<file path="config.mk">
export PLATFORM = sky130hd
export DESIGN_NAME = aes_round_sequencer
export DESIGN_NICKNAME = d
export VERILOG_FILES = /design/src/rtl/aes_round_sequencer.sv
export SDC_FILE = /design/constraint.sdc
export NUM_CORES = 1
export LEC_CHECK = 0
export CORE_ASPECT_RATIO = 1.4
export CORE_UTILIZATION = 30
export DETAILED_ROUTE_END_ITERATION = 12
export PLACE_DENSITY = 0.58
export REMOVE_ABC_BUFFERS = 1
export SYNTH_ARGS = -nofsm -noshare
export SYNTH_HDL_FRONTEND = slang
export SYNTH_SLANG_ARGS = --single-unit
</file>
<file path="constraint.sdc">
create_clock -name clk -period 5.6 [get_ports clk]
set_clock_uncertainty 0.1 [all_clocks]
set_input_delay 1.12 -clock clk [delete_from_list [all_inputs] [get_ports clk]]
set_output_delay 1.12 -clock clk [all_outputs]
set_load 0.01 [all_outputs]
</file>
<file path="src/rtl/aes_round_sequencer.sv">
// AES block control FSM: steps one block through AddRoundKey/SubBytes/ShiftRows/MixColumns
// units, tracking round number and round-key index, with a per-step watchdog.
module aes_round_sequencer #(
  parameter int unsigned NR      = 10,
  parameter int unsigned RND_W   = 4,
  parameter int unsigned TIMEOUT = 15
) (
  input  logic             clk,
  input  logic             rst,
  input  logic             start,
  input  logic             decrypt,
  input  logic             ark_done,
  input  logic             sb_done,
  input  logic             sr_done,
  input  logic             mc_done,
  output logic             ark_en,
  output logic             sb_en,
  output logic             sr_en,
  output logic             mc_en,
  output logic             inv,
  output logic [RND_W-1:0] key_idx,
  output logic             busy,
  output logic             done,
  output logic             err
);

  localparam int unsigned      WD_W    = $clog2(TIMEOUT + 1);
  localparam logic [RND_W-1:0] NR_K    = RND_W'(NR);
  localparam logic [RND_W-1:0] ZERO_K  = '0;
  localparam logic [WD_W-1:0]  WD_LAST = WD_W'(TIMEOUT - 1);

  typedef enum logic [2:0] {
    S_IDLE, S_ARK, S_SB, S_SR, S_MC, S_DONE, S_ERR
  } state_t;

  state_t           state, state_n;
  logic [RND_W-1:0] round, round_n, key_n;
  logic             inv_n;
  logic [WD_W-1:0]  wdog, wdog_n;
  logic             step_active, step_done, adv;

  always_ff @(posedge clk) begin
    if (rst) begin
      state   <= S_IDLE;
      round   <= '0;
      key_idx <= '0;
      inv     <= 1'b0;
      wdog    <= '0;
    end else begin
      state   <= state_n;
      round   <= round_n;
      key_idx <= key_n;
      inv     <= inv_n;
      wdog    <= wdog_n;
    end
  end

  always_comb begin
    state_n     = state;
    round_n     = round;
    key_n       = key_idx;
    inv_n       = inv;
    step_active = 1'b0;
    step_done   = 1'b0;
    unique case (state)
      S_ARK:   begin step_active = 1'b1; step_done = ark_done; end
      S_SB:    begin step_active = 1'b1; step_done = sb_done;  end
      S_SR:    begin step_active = 1'b1; step_done = sr_done;  end
      S_MC:    begin step_active = 1'b1; step_done = mc_done;  end
      default: ;
    endcase
    // wdog is zero only in a step's entry cycle, so a stale done from the previous step is masked
    adv = step_active && (wdog != '0) && step_done;

    unique case (state)
      S_IDLE: if (start) begin
        inv_n   = decrypt;
        round_n = '0;
        key_n   = decrypt ? NR_K : '0;
        state_n = S_ARK;
      end
      S_ARK: if (adv) begin
        if (key_idx == (inv ? ZERO_K : NR_K)) begin
          state_n = S_DONE;
        end else if (!inv) begin
          round_n = round + 1'b1;
          state_n = S_SB;
        end else if (key_idx == NR_K) begin
          round_n = NR_K - 1'b1;
          state_n = S_SR;
        end else begin
          state_n = S_MC;
        end
      end
      S_SB: if (adv) begin
        if (inv) begin
          key_n   = round;
          state_n = S_ARK;
        end else begin
          state_n = S_SR;
        end
      end
      S_SR: if (adv) begin
        if (inv) begin
          state_n = S_SB;
        end else if (round == NR_K) begin
          key_n   = round;
          state_n = S_ARK;
        end else begin
          state_n = S_MC;
        end
      end
      S_MC: if (adv) begin
        if (inv) begin
          round_n = round - 1'b1;
          state_n = S_SR;
        end else begin
          key_n   = round;
          state_n = S_ARK;
        end
      end
      S_DONE:  state_n = S_IDLE;
      S_ERR:   state_n = S_IDLE;
      default: state_n = S_IDLE;
    endcase

    if (step_active && !adv && (wdog == WD_LAST)) state_n = S_ERR;
    wdog_n = (step_active && (state_n == state)) ? wdog + 1'b1 : '0;
  end

  assign ark_en = (state == S_ARK);
  assign sb_en  = (state == S_SB);
  assign sr_en  = (state == S_SR);
  assign mc_en  = (state == S_MC);
  assign busy   = (state != S_IDLE);
  assign done   = (state == S_DONE);
  assign err    = (state == S_ERR);

endmodule

</file>
==> flow_metrics.env, run 1 <==
export IMPL_async_reset_ff_share_pct=0
export IMPL_crit_type="reg2out"
export IMPL_grt_antenna_before_repair=0
export IMPL_num_vias=1339
export IMPL_start_util_pct=31.7
export IMPL_cp_required_ps=4380
export IMPL_p_sw_share_pct=30.4
export IMPL_viasPerCell=5.56
export IMPL_ir_drop_mv=0.0777
export IMPL_slew_headroom_pct=45.8
export IMPL_ys_seq_area_share_pct=23.7
export IMPL_drive_above_1_share_pct=8.84
export IMPL_nets=197
export IMPL_dr_pass1_iters=4
export IMPL_final_hold_viol_count=0
export IMPL_p_clk_share_pct=32.2
export IMPL_wl_mm=3.71
export IMPL_grt_pass1_vias=1251
export IMPL_multi_input_area_um2=962
export IMPL_internal_power_uw=196
export IMPL_post_drt_wl_per_cell_um=15.4
export IMPL_gp_congestion=0.844
export IMPL_cts_hold_fix_buffers=0
export IMPL_yosys_register_bits=16
export IMPL_seq_power_share_pct=46.0
export IMPL_numCtsBuffers=3
export IMPL_post_cts_buffers=0
export IMPL_finalSetupViolations=0
export IMPL_max_clock_freq_mhz=290
export IMPL_rows=28
export IMPL_clk_pin_slew_ps=60
export IMPL_die_area_um2=4790
export IMPL_io_pins=20
export IMPL_drv_cap=0
export IMPL_fin_cells=241
export IMPL_place_inst=238
export IMPL_pwr_share_comb_pct=21.9
export IMPL_leakage_nw=0.552
export IMPL_die_h_um=81.5
export IMPL_power_density_nw_per_um2=174
export IMPL_worstHoldPathType="reg2reg"
export IMPL_htreeDepth=1
export IMPL_diodes=0
export IMPL_cts_root_buf="clkbuf_8"
export IMPL_startpoint_type="flop"
export IMPL_dp_hpwl_mm=2.63
export IMPL_port_buffers=19
export IMPL_drc_errors=0
export IMPL_synthCells=169
export IMPL_dr_first_iter_drc_count=40
export IMPL_fin_crit_ps=3450
export IMPL_clock_latency_ps=250
export IMPL_die_w_um=58.8
export IMPL_dp_slack_ps=2370
export IMPL_clock_path_buffers=2
export IMPL_synth_main_ff_cell="dfxtp_1"
export IMPL_cts_resized_gates=0
export IMPL_tightest_slew_ps=812
export IMPL_cp_max_fo=20
export IMPL_cp_arrival_ps=2230
export IMPL_grt_overflow=0
export IMPL_regArea_um2=320
export IMPL_fillCellCount=471
export IMPL_postSynthAreaPerCell_um2=8.01
export IMPL_fin_tns_setup_ps=0
export IMPL_synth_edf_count=0
export IMPL_yosys_warnings=0
export IMPL_cts_tree="yes"
export IMPL_synth_cell_types=52
export IMPL_final_util_pct=37.8
export IMPL_synth_cell_area_um2=1350
export IMPL_grt_start_max_net_pins=27
export IMPL_area_growth_pct=19.3
export IMPL_worst_setup_path_end_kind="primary output"
export IMPL_grt_usage_pct=16.4
export IMPL_core_area_um2=4270
export IMPL_rsz0062_at_grt="no"
export IMPL_worst_slack_ps=2150
export IMPL_p_sw_uw=85.6
export IMPL_period_share_pct=61.7
export IMPL_status="finished, final reports clean"
export IMPL_hold_worst_slack_ps=394
export IMPL_cts_sinks=16
export IMPL_drv_slew=0
export IMPL_grt_pass1_wl_mm=5.95
export IMPL_drtAntennaViolNets=0
per-layer routing:
metal / vias to the layer above / part of all wire [%] / track usage (%) / routed length [µm]
li1: 665 / - / - / -
met1: 633 / 44 / 20.4 / 1630
met2: 32 / 51 / 28.4 / 1870
met3: 9 / 3.5 / 2.20 / 130
met4: 0 / 1.9 / 6.43 / 70
met5: - / 0 / 0 / 0
logic make-up (layout without fill, tap and decap cells):
group,after synthesis,count (layout),synth area share (%)
muxes,2,2,1.48
DFF,16,16,23.7
buffers and inverters,17,29,5.27
AOI/OAI and AO/OA,53,53,30.4
adders and majority gates,6,6,5.55
xor gates and xnor gates,4,4,2.59
and+or+nand+nor,71,71,31.1
final cells by class:
cell class                      instances  share of cell area, %
Timing Repair Buffer                   19                   11.8
Clock buffer                            3                   2.56
Multi-Input combinational cell        136                   59.6
Tap cell                               60                   4.65
Sequential cell                        16                   19.8
Inverter                                7                   1.63
Yosys cell counts (2+ instances only):
master	instances	share of area, %
xnor2_1	2	1.3
nand2_1	9	2.5
and4bb_1	2	1.8
ha_1	6	5.5
nor3b_1	2	1.1
or3b_1	2	1.3
a21oi_1	14	5.2
nor2b_1	3	1.4
o32ai_1	3	1.9
nand2b_1	5	2.3
dfxtp_1	16	24
nor3_1	8	3.0
inv_1	6	1.7
o21ai_0	5	1.8
nand3_1	4	1.5
and2_1	2	0.92
a221oi_1	6	3.9
nor2_1	19	5.3
nand3b_1	2	1.1
buf_4	2	1.1
o22ai_1	3	1.4
mux2i_1	2	1.5
clkbuf_1	7	1.9
a211oi_1	7	3.9
and4bb_4	2	2.4
and3b_1	3	1.9
xor2_1	2	1.3
layout by cell type (no fill, tap or decap), types with 3 or more instances in the layout:
cell,instances
nand2_1,9
dfxtp_1,16
o21ai_0,5
nor2b_1,3
clkbuf_8,3
o32ai_1,3
clkdlybuf4s50_1,19
a21oi_1,14
nand2b_1,5
ha_1,6
nand3_1,4
inv_1,6
nor3_1,8
nor2_1,19
a221oi_1,6
and3b_1,3
o22ai_1,3
a211oi_1,7
metrics by stage:
| step | total power [mW] | instance area [µm²] |
|---|---|---|
| after global routing | 0.296 | 1620 |
| final | 0.282 | 1620 |
| after detailed placement | 0.193 | 1570 |
| after global placement | 0.193 | 1570 |
| after CTS | 0.284 | 1620 |
| after floorplan | 0.168 | 1310 |
final timing paths:
path / endpoint / slack [ps] / startpoint / cells past startpoint
max: ark_en / 2150 / state[0]$_SDFF_PP0_ / 3
min: wdog[0]$_SDFF_PP0_ / 390 / wdog[0]$_SDFF_PP0_ / 1
max reg2reg: wdog[2]$_SDFF_PP0_ / 2990 / state[2]$_SDFF_PP0_ / 6
min reg2reg: wdog[0]$_SDFF_PP0_ / 390 / wdog[0]$_SDFF_PP0_ / 1
registers in the layout, summed over array words and instances, names as in the netlist:
register / cells
wdog: 4
state: 3
round: 4
inv: 1
key_idx: 4
power groups by stage:
stage / logic, mW / clock network (mW) / registers (mW)
final: 0.0616 / 0.0906 / 0.129
after floorplan: 0.0384 / 0 / 0.129
after detailed placement: 0.0613 / 0 / 0.132
after global placement: 0.0610 / 0 / 0.132
after CTS: 0.0616 / 0.0937 / 0.129
after global routing: 0.0675 / 0.0975 / 0.131
worst max-delay path: stages, from the launching register on:
cell and delay, ps:
dfxtp_1 750, nand2b_1 210, nor2_1 400, clkdlybuf4s50_1 630
(Power assumes the default switching activity.)
==> run 2: changes to the inputs <==
- clock period: 5.6 -> 3.5 ns (I/O delays scaled with it)
==> run 2 against run 1 <==
- critical path type unchanged
- first-iteration DRC count down 7.5%
- non-clock buffer count up 2
- setup slack worse by 1600 ps
- flip-flop and latch count unchanged
- sequential share of layout area down 0.35 points
- die area unchanged
- combinational power up 62%
- register-to-register slack worse by 2100 ps
- total power up 70%
- global-route usage down 0.35 points
- design area up 1.8%
- hold slack better by 3.0 ps
==> flow_metrics.env, run 2 (same netlist as run 1, synthesis figures left out) <==
export IMPL_status="finished, final reports clean"
export IMPL_drv_cap=0
export IMPL_dr_first_iter_drc_count=37
export IMPL_dp_hpwl_mm=2.61
export IMPL_start_util_pct=31.7
export IMPL_dr_pass1_iters=4
export IMPL_crit_type="reg2out"
export IMPL_ff2ff_setup_slack_ps=870
export IMPL_dpl_cell_area_um2=1590
export IMPL_core_area_um2=4270
export IMPL_final_hold_viol_count=0
export IMPL_final_cell_mix="nor2_1 (19), clkdlybuf4s50_1 (19), dfxtp_1 (16)"
export IMPL_io_pins=20
export IMPL_grt_usage_pct=16.1
export IMPL_diodes=0
export IMPL_post_cts_buffers=0
export IMPL_grt_pass1_wl_mm=6.04
export IMPL_worstHoldPathType="reg2reg"
export IMPL_cts_hold_fix_buffers=0
export IMPL_finalSetupViolations=0
export IMPL_final_util_pct=38.5
export IMPL_final_cell_area_um2=1640
export IMPL_rsz0062_at_grt="no"
export IMPL_numCtsBuffers=3
export IMPL_reg_top3="key_idx (4), round (4), wdog (4)"
export IMPL_period_share_pct=84.6
export IMPL_fin_crit_ps=2960
export IMPL_area_growth_pct=21.4
export IMPL_cp_max_fo=25
export IMPL_wl_mm=3.66
export IMPL_multi_input_area_um2=962
export IMPL_die_area_um2=4790
export IMPL_clock_path_buffers=2
export IMPL_htreeDepth=1
export IMPL_cts_resized_gates=0
export IMPL_cts_sinks=16
export IMPL_num_vias=1335
export IMPL_cts_root_buf="clkbuf_8"
export IMPL_drv_slew=0
export IMPL_regArea_um2=320
export IMPL_viasPerCell=5.47
export IMPL_cts_tree="yes"
export IMPL_worst_setup_path_end_kind="primary output"
export IMPL_cp_required_ps=2700
export IMPL_port_buffers=19
export IMPL_drive_above_1_share_pct=10.3
export IMPL_max_clock_freq_mhz=338
export IMPL_die_w_um=58.8
export IMPL_die_h_um=81.5
export IMPL_gp_congestion=0.843
export IMPL_ir_drop_mv=0.147
export IMPL_grt_start_max_net_pins=27
export IMPL_drc_errors=0
export IMPL_grt_antenna_before_repair=0
export IMPL_grt_overflow=0
export IMPL_grt_pass1_vias=1354
export IMPL_slew_headroom_pct=44.6
export IMPL_nets=199
export IMPL_fin_tns_setup_ps=0
export IMPL_cp_arrival_ps=2160
export IMPL_power_density_nw_per_um2=291
export IMPL_leakage_nw=0.569
export IMPL_fillCellCount=468
export IMPL_clock_latency_ps=260
export IMPL_rows=28
export IMPL_drtAntennaViolNets=0
export IMPL_startpoint_type="flop"
export IMPL_tightest_slew_ps=829
export IMPL_clk_pin_slew_ps=60
export IMPL_post_drt_wl_per_cell_um=15.0
run 2: cell count changes in the layout (fill, tap and decap cells not counted), sizes merged:
cell,before,now
buf,0,2
clkbuf,3,4
run 2: layout make-up:
| type | instances | share of cell area [%] |
|---|---|---|
| inverter | 7 | 1.60 |
| multi-input combinational | 136 | 58.5 |
| sequential | 16 | 19.5 |
| clock buffer | 4 | 3.35 |
| timing repair buffer | 21 | 12.5 |
| tap | 60 | 4.57 |
run 2: final timing paths:
| check | startpoint | end | cells past startpoint |
|---|---|---|---|
| max | state[1]$_SDFF_PP0_ | sb_en | 3 |
| min | wdog[0]$_SDFF_PP0_ | wdog[0]$_SDFF_PP0_ | 1 |
| max reg2reg | state[2]$_SDFF_PP0_ | wdog[3]$_SDFF_PP0_ | 6 |
| min reg2reg | wdog[0]$_SDFF_PP0_ | wdog[0]$_SDFF_PP0_ | 1 |
run 2: critical path, cell delays in order (launching register included):
cell and delay (ps):
dfxtp_1 810, nand2b_1 290, nor2_1 230, clkdlybuf4s50_1 570
run 2: power breakdown:
| group | internal (mW) | total (mW) | switching, mW |
|---|---|---|---|
| clock | 0.100 | 0.171 | 0.0714 |
| combinational | 0.0501 | 0.100 | 0.0500 |
| sequential | 0.189 | 0.207 | 0.0181 |
run 2: per-stage QoR:
stage | worst slack [ps] | hold slack (ps) | power [mW] | cells
floorplan | 1290 | 352 | 0.269 | 159
global placement | 718 | 401 | 0.311 | 240
detailed placement | 715 | 393 | 0.311 | 240
CTS | 518 | 403 | 0.481 | 244
global route | 382 | 426 | 0.499 | 244
finish | 538 | 397 | 0.479 | 244
run 2: metal layers:
metal,global-route usage [%],share of wire (%),wire (µm),vias up
li1,-,-,-,667
met5,0,0,0,-
met4,7.14,3.1,115,0
met1,20.4,46,1680,614
met3,1.73,4.1,149,14
met2,27.2,47,1720,40
